$ cat src/rtl/uart_cmd_master.sv
// Host-side initiator for the 2-byte UART register protocol: turns 12-bit
// register write/read requests into command bytes and collects read responses.
module uart_cmd_master #(
  parameter logic [3:0]  READ_PREFIX     = 4'hA,
  parameter logic [3:0]  ALT_READ_PREFIX = 4'h8,
  parameter int unsigned TIMEOUT_CYCLES  = 5_000_000
) (
  input  logic        clk,
  input  logic        reset,
  input  logic        req_valid,
  output logic        req_ready,
  input  logic        req_write,
  input  logic [3:0]  req_addr,
  input  logic [11:0] req_wdata,
  output logic [7:0]  tx_data,
  output logic        tx_start,
  input  logic        tx_busy,
  input  logic [7:0]  rx_data,
  input  logic        rx_valid,
  output logic        rsp_valid,
  output logic [11:0] rsp_rdata,
  output logic        rsp_err
);

  localparam int unsigned CNT_W = (TIMEOUT_CYCLES > 2) ? $clog2(TIMEOUT_CYCLES) : 1;
  localparam logic [CNT_W-1:0] CNT_LAST = CNT_W'(TIMEOUT_CYCLES - 1);

  typedef enum logic [3:0] {
    IDLE, SEND, ACK, DRAIN, RX_H, RX_L, DONE, REFUSE, TOUT
  } state_t;

  state_t           state, state_d;
  logic             wr_q, wr_d;
  logic [3:0]       addr_q, addr_d;
  logic [11:0]      wdata_q, wdata_d;
  logic             b1_q, b1_d;
  logic [3:0]       hi_q, hi_d;
  logic [CNT_W-1:0] cnt_q, cnt_d;
  logic             req_ready_d, tx_start_d, rsp_valid_d, rsp_err_d;
  logic [7:0]       tx_data_d;
  logic [11:0]      rsp_rdata_d;

  always_ff @(posedge clk or posedge reset) begin
    if (reset) begin
      state     <= IDLE;
      wr_q      <= 1'b0;
      addr_q    <= '0;
      wdata_q   <= '0;
      b1_q      <= 1'b0;
      hi_q      <= '0;
      cnt_q     <= '0;
      req_ready <= 1'b0;
      tx_data   <= '0;
      tx_start  <= 1'b0;
      rsp_valid <= 1'b0;
      rsp_rdata <= '0;
      rsp_err   <= 1'b0;
    end else begin
      state     <= state_d;
      wr_q      <= wr_d;
      addr_q    <= addr_d;
      wdata_q   <= wdata_d;
      b1_q      <= b1_d;
      hi_q      <= hi_d;
      cnt_q     <= cnt_d;
      req_ready <= req_ready_d;
      tx_data   <= tx_data_d;
      tx_start  <= tx_start_d;
      rsp_valid <= rsp_valid_d;
      rsp_rdata <= rsp_rdata_d;
      rsp_err   <= rsp_err_d;
    end
  end

  // Next state plus next values of the registered outputs.
  always_comb begin
    state_d     = state;
    wr_d        = wr_q;
    addr_d      = addr_q;
    wdata_d     = wdata_q;
    b1_d        = b1_q;
    hi_d        = hi_q;
    cnt_d       = cnt_q;
    tx_data_d   = tx_data;
    tx_start_d  = 1'b0;
    rsp_rdata_d = rsp_rdata;

    case (state)
      IDLE: begin
        if (req_valid && req_ready) begin
          wr_d    = req_write;
          addr_d  = req_addr;
          wdata_d = req_wdata;
          b1_d    = 1'b0;
          if (req_write && (req_addr == READ_PREFIX || req_addr == ALT_READ_PREFIX))
            state_d = REFUSE;
          else
            state_d = SEND;
        end
      end
      SEND: begin
        if (!tx_busy) begin
          tx_start_d = 1'b1;
          if (!wr_q)     tx_data_d = {READ_PREFIX, addr_q};
          else if (b1_q) tx_data_d = wdata_q[7:0];
          else           tx_data_d = {addr_q, wdata_q[11:8]};
          state_d = ACK;
        end
      end
      ACK: begin
        if (tx_busy) state_d = DRAIN;
      end
      DRAIN: begin
        if (!tx_busy) begin
          if (!wr_q) begin
            state_d = RX_H;
            cnt_d   = '0;
          end else if (!b1_q) begin
            b1_d    = 1'b1;
            state_d = SEND;
          end else begin
            state_d = DONE;
          end
        end
      end
      RX_H: begin
        if (rx_valid) begin
          hi_d    = rx_data[3:0];
          cnt_d   = '0;
          state_d = RX_L;
        end else if (cnt_q == CNT_LAST) begin
          state_d = TOUT;
        end else begin
          cnt_d = cnt_q + CNT_W'(1);
        end
      end
      RX_L: begin
        // The response word is committed only once both bytes have arrived.
        if (rx_valid) begin
          rsp_rdata_d = {hi_q, rx_data};
          state_d     = DONE;
        end else if (cnt_q == CNT_LAST) begin
          state_d = TOUT;
        end else begin
          cnt_d = cnt_q + CNT_W'(1);
        end
      end
      DONE, REFUSE, TOUT: state_d = IDLE;
      default: state_d = IDLE;
    endcase

    req_ready_d = (state_d == IDLE);
    rsp_valid_d = (state_d == DONE) || (state_d == REFUSE) || (state_d == TOUT);
    rsp_err_d   = (state_d == REFUSE) || (state_d == TOUT);
  end

endmodule

$ cat config.mk
export PLATFORM = sky130hd
export DESIGN_NAME = uart_cmd_master
export DESIGN_NICKNAME = d
export VERILOG_FILES = /design/src/rtl/uart_cmd_master.sv
export SDC_FILE = /design/constraint.sdc
export NUM_CORES = 1
export LEC_CHECK = 0
export ABC_AREA = 1
export CAP_MARGIN = 0
export CORE_MARGIN = 5
export CORE_UTILIZATION = 58
export CTS_BUF_LIST = sky130_fd_sc_hd__clkbuf_16
export CTS_CLUSTER_DIAMETER = 100
export DETAILED_ROUTE_END_ITERATION = 10
export PLACE_DENSITY = 0.88
export SYNTH_ARGS = -nofsm -noshare
export SYNTH_HDL_FRONTEND = slang
export SYNTH_SLANG_ARGS = --single-unit
$ cat constraint.sdc
create_clock -name clk -period 4.4 [get_ports clk]
set_clock_uncertainty 0.15 [all_clocks]
set_input_delay 1.32 -clock clk [delete_from_list [all_inputs] [get_ports clk]]
set_output_delay 1.32 -clock clk [all_outputs]
set_load 0.05 [all_outputs]
==> flow_summary.yaml <==
synthesis:
  synth_top_cell_by_area: "dfrtp_1"
  synthDistinctLibCells: 35
  synth_mux_area_share_pct: 0.305
  compound_cell_area_share_of_the_yosys_netlist_pct: 8.20
  yosysTopAreaCellShare_pct: 49.5
  syn-cell-area_um2: 3690
  postSynthRegisterBits: 73
  yosysSeqAreaShare_pct: 49.5
  synth.area.top_cells: "dfrtp_1, nand2_1, nor2_1"
  syn_nets: 513
  synth_xor_area_share_pct: 0.711
  synth-adder-area-share_pct: 0.339
  synthesis.yosys.warnings: 0
  syn_area_per_cell_um2: 7.66
  synthSimpleGateAreaFrac_pct: 33.9
  synth_cells: 482
  largest_family_of_logic_cells_by_synthesized_area: "simple AND/OR/NAND/NOR gates"
timing:
  layout_worst_path_cycle_share_pct: 74.0
  fmax_mhz: 307
  timing.slew.headroom_pct: 59.5
  setup_total_negative_slack_ns: 0
  worst_pin_slew_ns: 0.605
  setup_viol: 0
  number_of_hold_violations_in_the_final_report: 0
  final-max-slew-violation-count: 0
  rsz_0062_raised_after_global_routing: "false"
  final.setup.worst_slack_ns: 1.14
  fin_crit_ns: 3.26
critical_path:
  critical-path-top-cell-by-count: "nor2_1"
  r2r-end: "cnt_q[14]"
  worstPathCellList: "clkdlybuf4s50_1 -> nand3_4 -> nand2_4 -> nor2_8 -> nand2_2 -> nor2_1 -> nand2_1 -> nor2_1 -> nor2_1"
  critPathKind: "input port to flip-flop"
  critical_path_peak_fanout: 19
  cp_data_required_time_ns: 4.47
  critical_path.max_stage_delay_ns: 0.58
  crit_slowest_cell: "clkdlybuf4s50_1"
  critPathArrivalTime_ns: 3.33
  endpoint_kind: "flip-flop"
  reg2reg_depth: 8
  cp_startpoint_kind: "input port"
  worst_reg2reg_startpoint: "cnt_q[1]"
  worst-r2r-setup-slack_ns: 1.86
min_path:
  whs_path_depth: 2
  holdCritStartpoint: "tx_data[1]"
  worst_hold_path.endpoint: "tx_data[1]"
  worst_hold_path_type: "flip-flop to flip-flop"
die:
  top_level_ports: 54
  dieWidth_um: 89.8
  std_cell_rows: 29
  start_util_pct: 58.8
  die_area_um2: 8060
  die_boundary_height_um: 89.8
  core-area_um2: 6280
layout:
  layout-area-overhead-vs-synth_pct: 25.1
  antennaDiodeCount: 0
  share_of_post_route_cells_with_drive_strength_above_1_pct: 6.80
  final_cell_mix: "nand2_1, dfrtp_1, nor2_1, clkdlybuf4s50_1, inv_1"
  design.final.nets: 570
  finish.cell_count_without_fillers: 621
  layout.cells.most_common: "nand2_1"
cts:
  clock_slew_seen_by_the_registers_of_the_worst_setup_and_hold_paths_ns: 0.05
  ctsHoldBuffers: 0
  clock_tree.buffer_depth: 2
  clk-insertion-delay-late_ns: 0.34
  ctsHtreeMaxLevel: 3
  tritoncts: "done"
  tritoncts.num_buffers: 9
  cts.sink_count: 73
  post_cts.resized_instances: 0
  post-cts-setup-buffer-count: 0
  cts-root-buf: "clkbuf_16"
status:
  outcome: "complete, no violations"
place:
  dp_worst_setup_slack_ns: 0.940
  post_dp_hpwl_mm: 6.21
  gpl.final_weighted_congestion: 1.02
  portBuffers: 53
  post-place-cells: 605
job:
  max-cap-violations: 0
detailed_routing:
  first_drt_pass_iteration_count: 4
  route.final.wire_length_mm: 8.94
  vias: 3489
  route.detailed.wl_per_inst_um: 14.4
  route.detailed.drc: 0
  viasPerCell: 5.62
  drtAntennaViolNets: 0
  dr.first_iter.drc_count: 241
power_and_ir_drop:
  internal_power_summed_over_all_cells_uw: 1800
  seq_power_share_pct: 34.1
  power.share.clock_pct: 27.3
  power_leakage_uw: 0.00224
  power.switching_fraction_pct: 40.1
  power_share_of_the_combinational_group_pct: 38.7
  switching_power_uw: 1210
  pwr_density_cell_nw_per_um2: 652
  vdd.ir_drop.worst_mv: 0.501
global_route:
  global_route.overflow_total: 0
  grt_start_max_net_pins: 36
  grt_first_pass_wirelength_mm: 15.7
  gr-usage-all-layers_pct: 23.3
  grt_antenna_before_repair: 0
  grt_pass1_vias: 3501
-- cell families after synthesis --
kind of cell             Yosys count
AO/OA/AOI/OAI                     54
XOR/XNOR                           3
adder cells (fa/ha/maj)            1
buffers and inverters             64
flip-flops                        73
multiplexers                       1
AND/OR/NAND/NOR                  286
-- final cells by class --
cell class                 instances  area, um2
clock buffer                       9        225
clock inverter                     7        111
fill                             455       1660
inverter                          54        203
multi-input combinational        345       1610
sequential                        73       1830
tap                               77       96.3
timing repair buffer              56        553
-- worst max path at each step --
stage | from | slack (ns) | to
floorplan | reset | 1.08 | addr_q[0]
global placement | rx_valid | 1.03 | cnt_q[19]
detailed placement | rx_valid | 0.94 | cnt_q[19]
CTS | rx_valid | 1.21 | cnt_q[18]
global route | rx_valid | 0.91 | cnt_q[14]
finish | rx_valid | 1.14 | cnt_q[18]
-- Yosys cell counts, drive strengths merged --
master and count:
nand2 162, dfrtp 73, nor2 67, inv 52, o21ai 37, nand3 35
nand4 12, a21oi 7, nor3 6, buf 5, clkbuf 5, o221ai 4
nor3b 3, xor2 3, clkinv 2, o22ai 2, a31oi 1, ha 1
mux2 1, nor2b 1, o21a 1, o31ai 1, o32ai 1
-- stage by stage --
stage	power (uW)	utilization [%]	hold WS, ns	instance area [um2]
after floorplan	1850	-	0.288	3690
after global placement	2150	68.2	0.299	4280
after detailed placement	2190	68.2	0.315	4280
after CTS	3020	73.6	0.330	4620
after global routing	3190	73.6	0.348	4620
final	3010	73.6	0.329	4620
-- power groups by stage --
stage               sequential, uW  clock, uW  combinational (uW)
global placement              1030          0                1120
detailed placement            1030          0                1160
global route                  1050        860                1280
floorplan                     1290          0                 564
CTS                           1030        825                1170
finish                        1030        822                1170
-- metal layers --
| metal | GRT usage (%) | routed length, um | vias up |
|---|---|---|---|
| li1 | - | - | 1655 |
| met3 | 4.59 | 599 | 39 |
| met4 | 11.8 | 325 | 0 |
| met2 | 37.8 | 4380 | 165 |
| met5 | 0 | 0 | - |
| met1 | 29.4 | 3640 | 1630 |
-- critical path, delay by kind of cell --
family	cells	cell delay, ns
buffers and inverters	1	0.58
and+or+nand+nor	8	1.43
-- state kept, by name (all words and copies together), names as in the netlist --
signal	count
b1_q	1
hi_q	4
rsp_err	1
addr_q	4
wdata_q	12
tx_start	1
rsp_valid	1
tx_data	8
cnt_q	23
wr_q	1
rsp_rdata	12
state	4
req_ready	1
Power figures use the tool's default switching activity.
